File: config.mk
export PLATFORM = sky130hd
export DESIGN_NAME = wptr_full_ctrl
export DESIGN_NICKNAME = d
export VERILOG_FILES = /design/src/rtl/wptr_full_ctrl_pkg.sv /design/src/rtl/wptr_full_ctrl.sv
export SDC_FILE = /design/constraint.sdc
export NUM_CORES = 1
export LEC_CHECK = 0
export ABC_AREA = 1
export CAP_MARGIN = 10
export CORE_MARGIN = 2
export CORE_UTILIZATION = 40
export CTS_CLUSTER_DIAMETER = 30
export DETAILED_ROUTE_END_ITERATION = 12
export HOLD_SLACK_MARGIN = 0.1
export PLACE_DENSITY = 0.68
export SYNTH_ARGS = -nofsm -noshare
export SYNTH_HDL_FRONTEND = slang
export SYNTH_SLANG_ARGS = --single-unit
export TNS_END_PERCENT = 30
File: constraint.sdc
create_clock -name clk -period 4.3 [get_ports clk]
set_clock_uncertainty 0.05 [all_clocks]
set_input_delay 1.075 -clock clk [delete_from_list [all_inputs] [get_ports clk]]
set_output_delay 1.075 -clock clk [all_outputs]
set_load 0.02 [all_outputs]
File: src/rtl/wptr_full_ctrl_pkg.sv
// ============================================================================
// wptr_full_ctrl_pkg : shared async-FIFO constants and Gray-code helpers
// Rev 1.0
// ============================================================================
`default_nettype none

package wptr_full_ctrl_pkg;

  localparam int DEF_PTR_WIDTH = 3;

  // Helpers work on a wide word; callers zero-extend in and cast back to size.
  localparam int GRAY_MAX_W = 32;
  typedef logic [GRAY_MAX_W-1:0] gray_word_t;

  function automatic gray_word_t bin2gray(input gray_word_t b);
    return b ^ (b >> 1);
  endfunction

  function automatic gray_word_t gray2bin(input gray_word_t g);
    gray_word_t b;
    b[GRAY_MAX_W-1] = g[GRAY_MAX_W-1];
    for (int i = GRAY_MAX_W - 2; i >= 0; i--) begin
      b[i] = b[i+1] ^ g[i];
    end
    return b;
  endfunction

endpackage

`default_nettype wire

File: src/rtl/wptr_full_ctrl.sv
// ============================================================================
// wptr_full_ctrl : async-FIFO write pointer, full/almost-full, level, overflow
// Rev 1.0
// ============================================================================
`default_nettype none

module wptr_full_ctrl
  import wptr_full_ctrl_pkg::*;
#(
  parameter int PTR_WIDTH = DEF_PTR_WIDTH,
  parameter int AF_THRESH = 6
) (
  input  logic                 clk,
  input  logic                 rst,
  input  logic                 w_en,
  input  logic                 ovf_clr,
  input  logic [PTR_WIDTH:0]   rptr_sync,
  output logic                 w_accept,
  output logic [PTR_WIDTH-1:0] waddr,
  output logic [PTR_WIDTH:0]   wptr,
  output logic                 full,
  output logic                 almost_full,
  output logic [PTR_WIDTH:0]   wlevel,
  output logic                 overflow
);

  localparam int                 PW          = PTR_WIDTH + 1;
  localparam logic [PTR_WIDTH:0] c_af_thresh = PW'(AF_THRESH);

  logic [PTR_WIDTH:0] r_wbin;
  logic [PTR_WIDTH:0] w_wbin_next;
  logic [PTR_WIDTH:0] w_wgray_next;
  logic [PTR_WIDTH:0] w_rbin_sync;
  logic [PTR_WIDTH:0] w_level_next;
  logic [PTR_WIDTH:0] w_full_gray;

  // No write is taken in a reset cycle, so the pointer never counts it.
  assign w_accept     = w_en & ~full & ~rst;
  assign waddr        = r_wbin[PTR_WIDTH-1:0];

  assign w_wbin_next  = r_wbin + {{PTR_WIDTH{1'b0}}, w_accept};
  assign w_wgray_next = PW'(bin2gray(gray_word_t'(w_wbin_next)));
  assign w_rbin_sync  = PW'(gray2bin(gray_word_t'(rptr_sync)));
  assign w_level_next = w_wbin_next - w_rbin_sync;

  // Write pointer is one lap ahead of read: top two Gray bits inverted.
  assign w_full_gray  = {~rptr_sync[PTR_WIDTH:PTR_WIDTH-1], rptr_sync[PTR_WIDTH-2:0]};

  always_ff @(posedge clk) begin
    if (rst) begin
      r_wbin      <= '0;
      wptr        <= '0;
      full        <= 1'b0;
      almost_full <= 1'b0;
      wlevel      <= '0;
      overflow    <= 1'b0;
    end else begin
      r_wbin      <= w_wbin_next;
      wptr        <= w_wgray_next;
      full        <= (w_wgray_next == w_full_gray);
      almost_full <= (w_level_next >= c_af_thresh);
      wlevel      <= w_level_next;
      if (w_en & full) begin
        overflow <= 1'b1;
      end else if (ovf_clr) begin
        overflow <= 1'b0;
      end
    end
  end

endmodule

`default_nettype wire

==> flow_metrics.py <==
metrics = {
    "synthesis": {
        "syn-cell-area_um2": 736,
        "netlist_top_cells_count": "sky130_fd_sc_hd__nand2_1, sky130_fd_sc_hd__dfxtp_1, sky130_fd_sc_hd__nor2_1",
        "synthMostInstantiatedCell": "sky130_fd_sc_hd__nand2_1",
        "netlist_top_cells_area": "sky130_fd_sc_hd__dfxtp_1, sky130_fd_sc_hd__nand2_1, sky130_fd_sc_hd__ha_1, sky130_fd_sc_hd__nor2_1, sky130_fd_sc_hd__inv_1",
        "synth_top_area_share_pct": 38.1,
        "postSynthAreaPerCell_um2": 7.36,
        "synth.lib_cells_used.distinct": 18,
        "number_of_synthesized_flops_with_an_enable_pin": 0,
        "yosys.area.top_type": "sky130_fd_sc_hd__dfxtp_1",
        "synth.yosys.warnings": 0,
        "netlist_instances": 100,
        "synth-seq-area-share_pct": 38.1,
        "mappedNetlistNets": 114,
        "synth_seq_cells": 14,
        "top_ff_cell_synth": "sky130_fd_sc_hd__dfxtp_1",
        "synthArstFlopShare_pct": 0,
    },
    "placed_design": {
        "detailed_place_hpwl_um": 1230,
        "placement.setup.worst_slack_ns": 0.670,
        "place.port_buffers": 22,
        "place_inst": 147,
        "placed_cell_area_um2": 991,
        "gp_routability_congestion": 0.821,
    },
    "pwr": {
        "worst_vdd_ir_mv": 0.261,
        "power.leakage_nw": 0.471,
        "power_per_cell_area_mw_per_mm2": 340,
    },
    "setup_path": {
        "timing.critical_path.to": "w_accept",
        "critPathMaxStageDelay_ns": 0.67,
        "worstPathCellList": "clkdlybuf4s50_1 > nor3b_1 > clkdlybuf4s50_1",
        "worst-path-max-fanout": 2,
        "cp-startpoint": "w_en",
        "crit_arrival_ns": 2.46,
        "critPathMostFrequentCell": "sky130_fd_sc_hd__clkdlybuf4s50_1",
        "timing.critical_path.from_type": "input port",
        "ff2ff_path_depth": 12,
        "critPathRequiredTime_ns": 3.17,
        "timing.critical_path.slowest_stage_cell": "sky130_fd_sc_hd__clkdlybuf4s50_1",
        "critical_path_class": "input port to output port",
        "regToRegEndpoint": "almost_full$_SDFF_PP0_",
        "regToRegStartpoint": "full$_SDFF_PP0_",
        "type_of_element_capturing_the_critical_path": "output port",
        "regToRegSetupSlack_ns": 1.90,
    },
    "route": {
        "detail-route-antenna-nets": 0,
        "initialDrtViolationCount": 15,
        "router_iterations_before_antenna_repair": 4,
        "vias": 705,
        "routed_wl_um": 1530,
        "detail_route.vias_per_cell": 4.67,
        "detail_route.drc_violations": 0,
        "route.detailed.wl_per_inst_um": 10.1,
    },
    "clock_tree": {
        "clock_tree.htree_level_count": 1,
        "path_clk_slew_ns": 0.08,
        "cts_post_setup_buffers_inserted": 0,
        "ctsRootBufferMaster": "sky130_fd_sc_hd__clkbuf_4",
        "ctsLongestPathBuffers": 2,
        "ctsHoldBuffers": 0,
        "clk-insertion-delay-late_ns": 0.29,
        "cts_inserted_buffers": 3,
        "cts_tree": "done",
        "cts_sinks": 14,
        "cts_resized": 0,
    },
    "die": {
        "floorplan.die.height_um": 46.9,
        "floorplan.io_pins": 23,
        "row_count": 15,
        "core_area_mm2": 0.00173,
        "initial_utilization_pct": 42.6,
        "floorplan.die_area_mm2": 0.00220,
        "die_w_um": 46.9,
    },
    "timing": {
        "final_hold_slack_ns": 0.415,
        "setup_repair_after_global_routing_missed_its_margin": "false",
        "final_setup_violation_count": 0,
        "slew_viol_final": 0,
        "period_utilisation_layout_pct": 83.3,
        "tightestPinTransition_ns": 0.252,
        "finalHoldViolations": 0,
        "timing.max_slew.rel_slack_pct": 83.1,
        "post-route-min-period_ns": 3.58,
        "tns_ns": 0,
        "layout_setup_ws_ns": 0.716,
        "maxClockFrequency_mhz": 279,
    },
    "finish": {
        "instances_no_fill": 151,
        "drive_gt1_share_pct": 5.56,
        "final_nets": 141,
        "num-fill-cells": 186,
        "antenna_cells": 0,
        "layout-area-overhead-vs-synth_pct": 39.6,
        "design_area_mm2": 0.00103,
    },
    "status": {
        "run_status": "complete, no violations",
    },
    "hold_path": {
        "holdCritPathClass": "flop to flop",
    },
    "run": {
        "timing.max_cap.violations": 0,
    },
    "grt": {
        "grtUsageTotal_pct": 16.5,
        "grt.overflow.total": 0,
        "grt_antenna_before_repair": 0,
        "grt_start_max_net_pins": 13,
        "global_route_wire_length_before_repair_um": 2470,
        "number_of_global_route_vias_before_repair": 580,
    },
}
[registers in the layout, indices dropped and copies added (netlist names)]
signal / cells
overflow: 1
r_wbin: 3
wlevel: 4
full: 1
wptr: 4
almost_full: 1
[report_power, final]
part | internal, mW | switching (mW)
Combinational | 0.0508 | 0.0553
Clock | 0.0515 | 0.0458
Sequential | 0.143 | 0.00371
Total | 0.245 | 0.105
[placed cells by master, fill, tap and decap left out]
| cell | n |
|---|---|
| sky130_fd_sc_hd__nand3b_1 | 2 |
| sky130_fd_sc_hd__nor3b_1 | 1 |
| sky130_fd_sc_hd__and2_1 | 1 |
| sky130_fd_sc_hd__nand2_1 | 32 |
| sky130_fd_sc_hd__fa_1 | 1 |
| sky130_fd_sc_hd__clkbuf_8 | 1 |
| sky130_fd_sc_hd__inv_1 | 11 |
| sky130_fd_sc_hd__clkbuf_4 | 3 |
| sky130_fd_sc_hd__nor2_1 | 12 |
| sky130_fd_sc_hd__xnor2_2 | 1 |
| sky130_fd_sc_hd__dfxtp_1 | 14 |
| sky130_fd_sc_hd__ha_1 | 5 |
| sky130_fd_sc_hd__nand3_1 | 8 |
| sky130_fd_sc_hd__buf_4 | 1 |
| sky130_fd_sc_hd__o21ai_0 | 1 |
| sky130_fd_sc_hd__xnor2_1 | 2 |
| sky130_fd_sc_hd__nor2b_1 | 1 |
| sky130_fd_sc_hd__clkdlybuf4s50_1 | 22 |
| sky130_fd_sc_hd__xor2_2 | 1 |
| sky130_fd_sc_hd__nand4_1 | 2 |
| sky130_fd_sc_hd__a21oi_1 | 4 |
[critical path: cells and delay by family]
| kind | cells | cell delay [ns] |
|---|---|---|
| AND/OR/NAND/NOR | 1 | 0.25 |
| buffers and inverters | 2 | 1.14 |
[layer usage]
metal  share of wire [%]  track usage [%]  up-vias
met1                  49             23.0      316
met5                   0                0        -
met3                 4.5             4.62        2
met4                0.79             8.33        0
met2                  46             23.3       20
li1                    -                -      367
[cells by family after synthesis]
group                      count (synthesis)  synth area share, %
AOI/OAI and AO/OA                          5                 3.40
xor gates and xnor gates                   4                 6.80
adders and majority gates                  6                 11.2
buffers and inverters                     12                 6.12
DFF                                       14                 38.1
and+or+nand+nor                           59                 34.4
[through the flow]
stage | power [mW] | util (%)
detailed placement | 0.257 | 57.4
global placement | 0.256 | 57.4
finish | 0.350 | 59.5
global route | 0.372 | 59.5
floorplan | 0.213 | -
CTS | 0.352 | 59.5
[how the worst min path moves through the flow]
| stage | from | endpoint | slack [ns] | cells after the start |
|---|---|---|---|---|
| 2_1_floorplan | overflow$_SDFFE_PP0P_ | overflow$_SDFFE_PP0P_ | 0.49 | 2 |
| 3_3_place_gp | overflow$_SDFFE_PP0P_ | overflow$_SDFFE_PP0P_ | 0.40 | 2 |
| 3_5_place_dp | overflow$_SDFFE_PP0P_ | overflow$_SDFFE_PP0P_ | 0.41 | 2 |
| 4_1_cts | overflow$_SDFFE_PP0P_ | overflow$_SDFFE_PP0P_ | 0.42 | 2 |
| 5_1_grt | overflow$_SDFFE_PP0P_ | overflow$_SDFFE_PP0P_ | 0.45 | 2 |
| 6_report | overflow$_SDFFE_PP0P_ | overflow$_SDFFE_PP0P_ | 0.41 | 2 |
[cell type report]
cell class / count / area, µm² / share of cell area [%]
clock buffer: 4 / 36.3 / 3.53
inverter: 11 / 41.3 / 4.02
multi-input combinational: 74 / 410 / 40.0
sequential: 14 / 280 / 27.3
tap: 25 / 31.3 / 3.05
timing repair buffer: 23 / 228 / 22.2
Power figures use the tool's default switching activity.
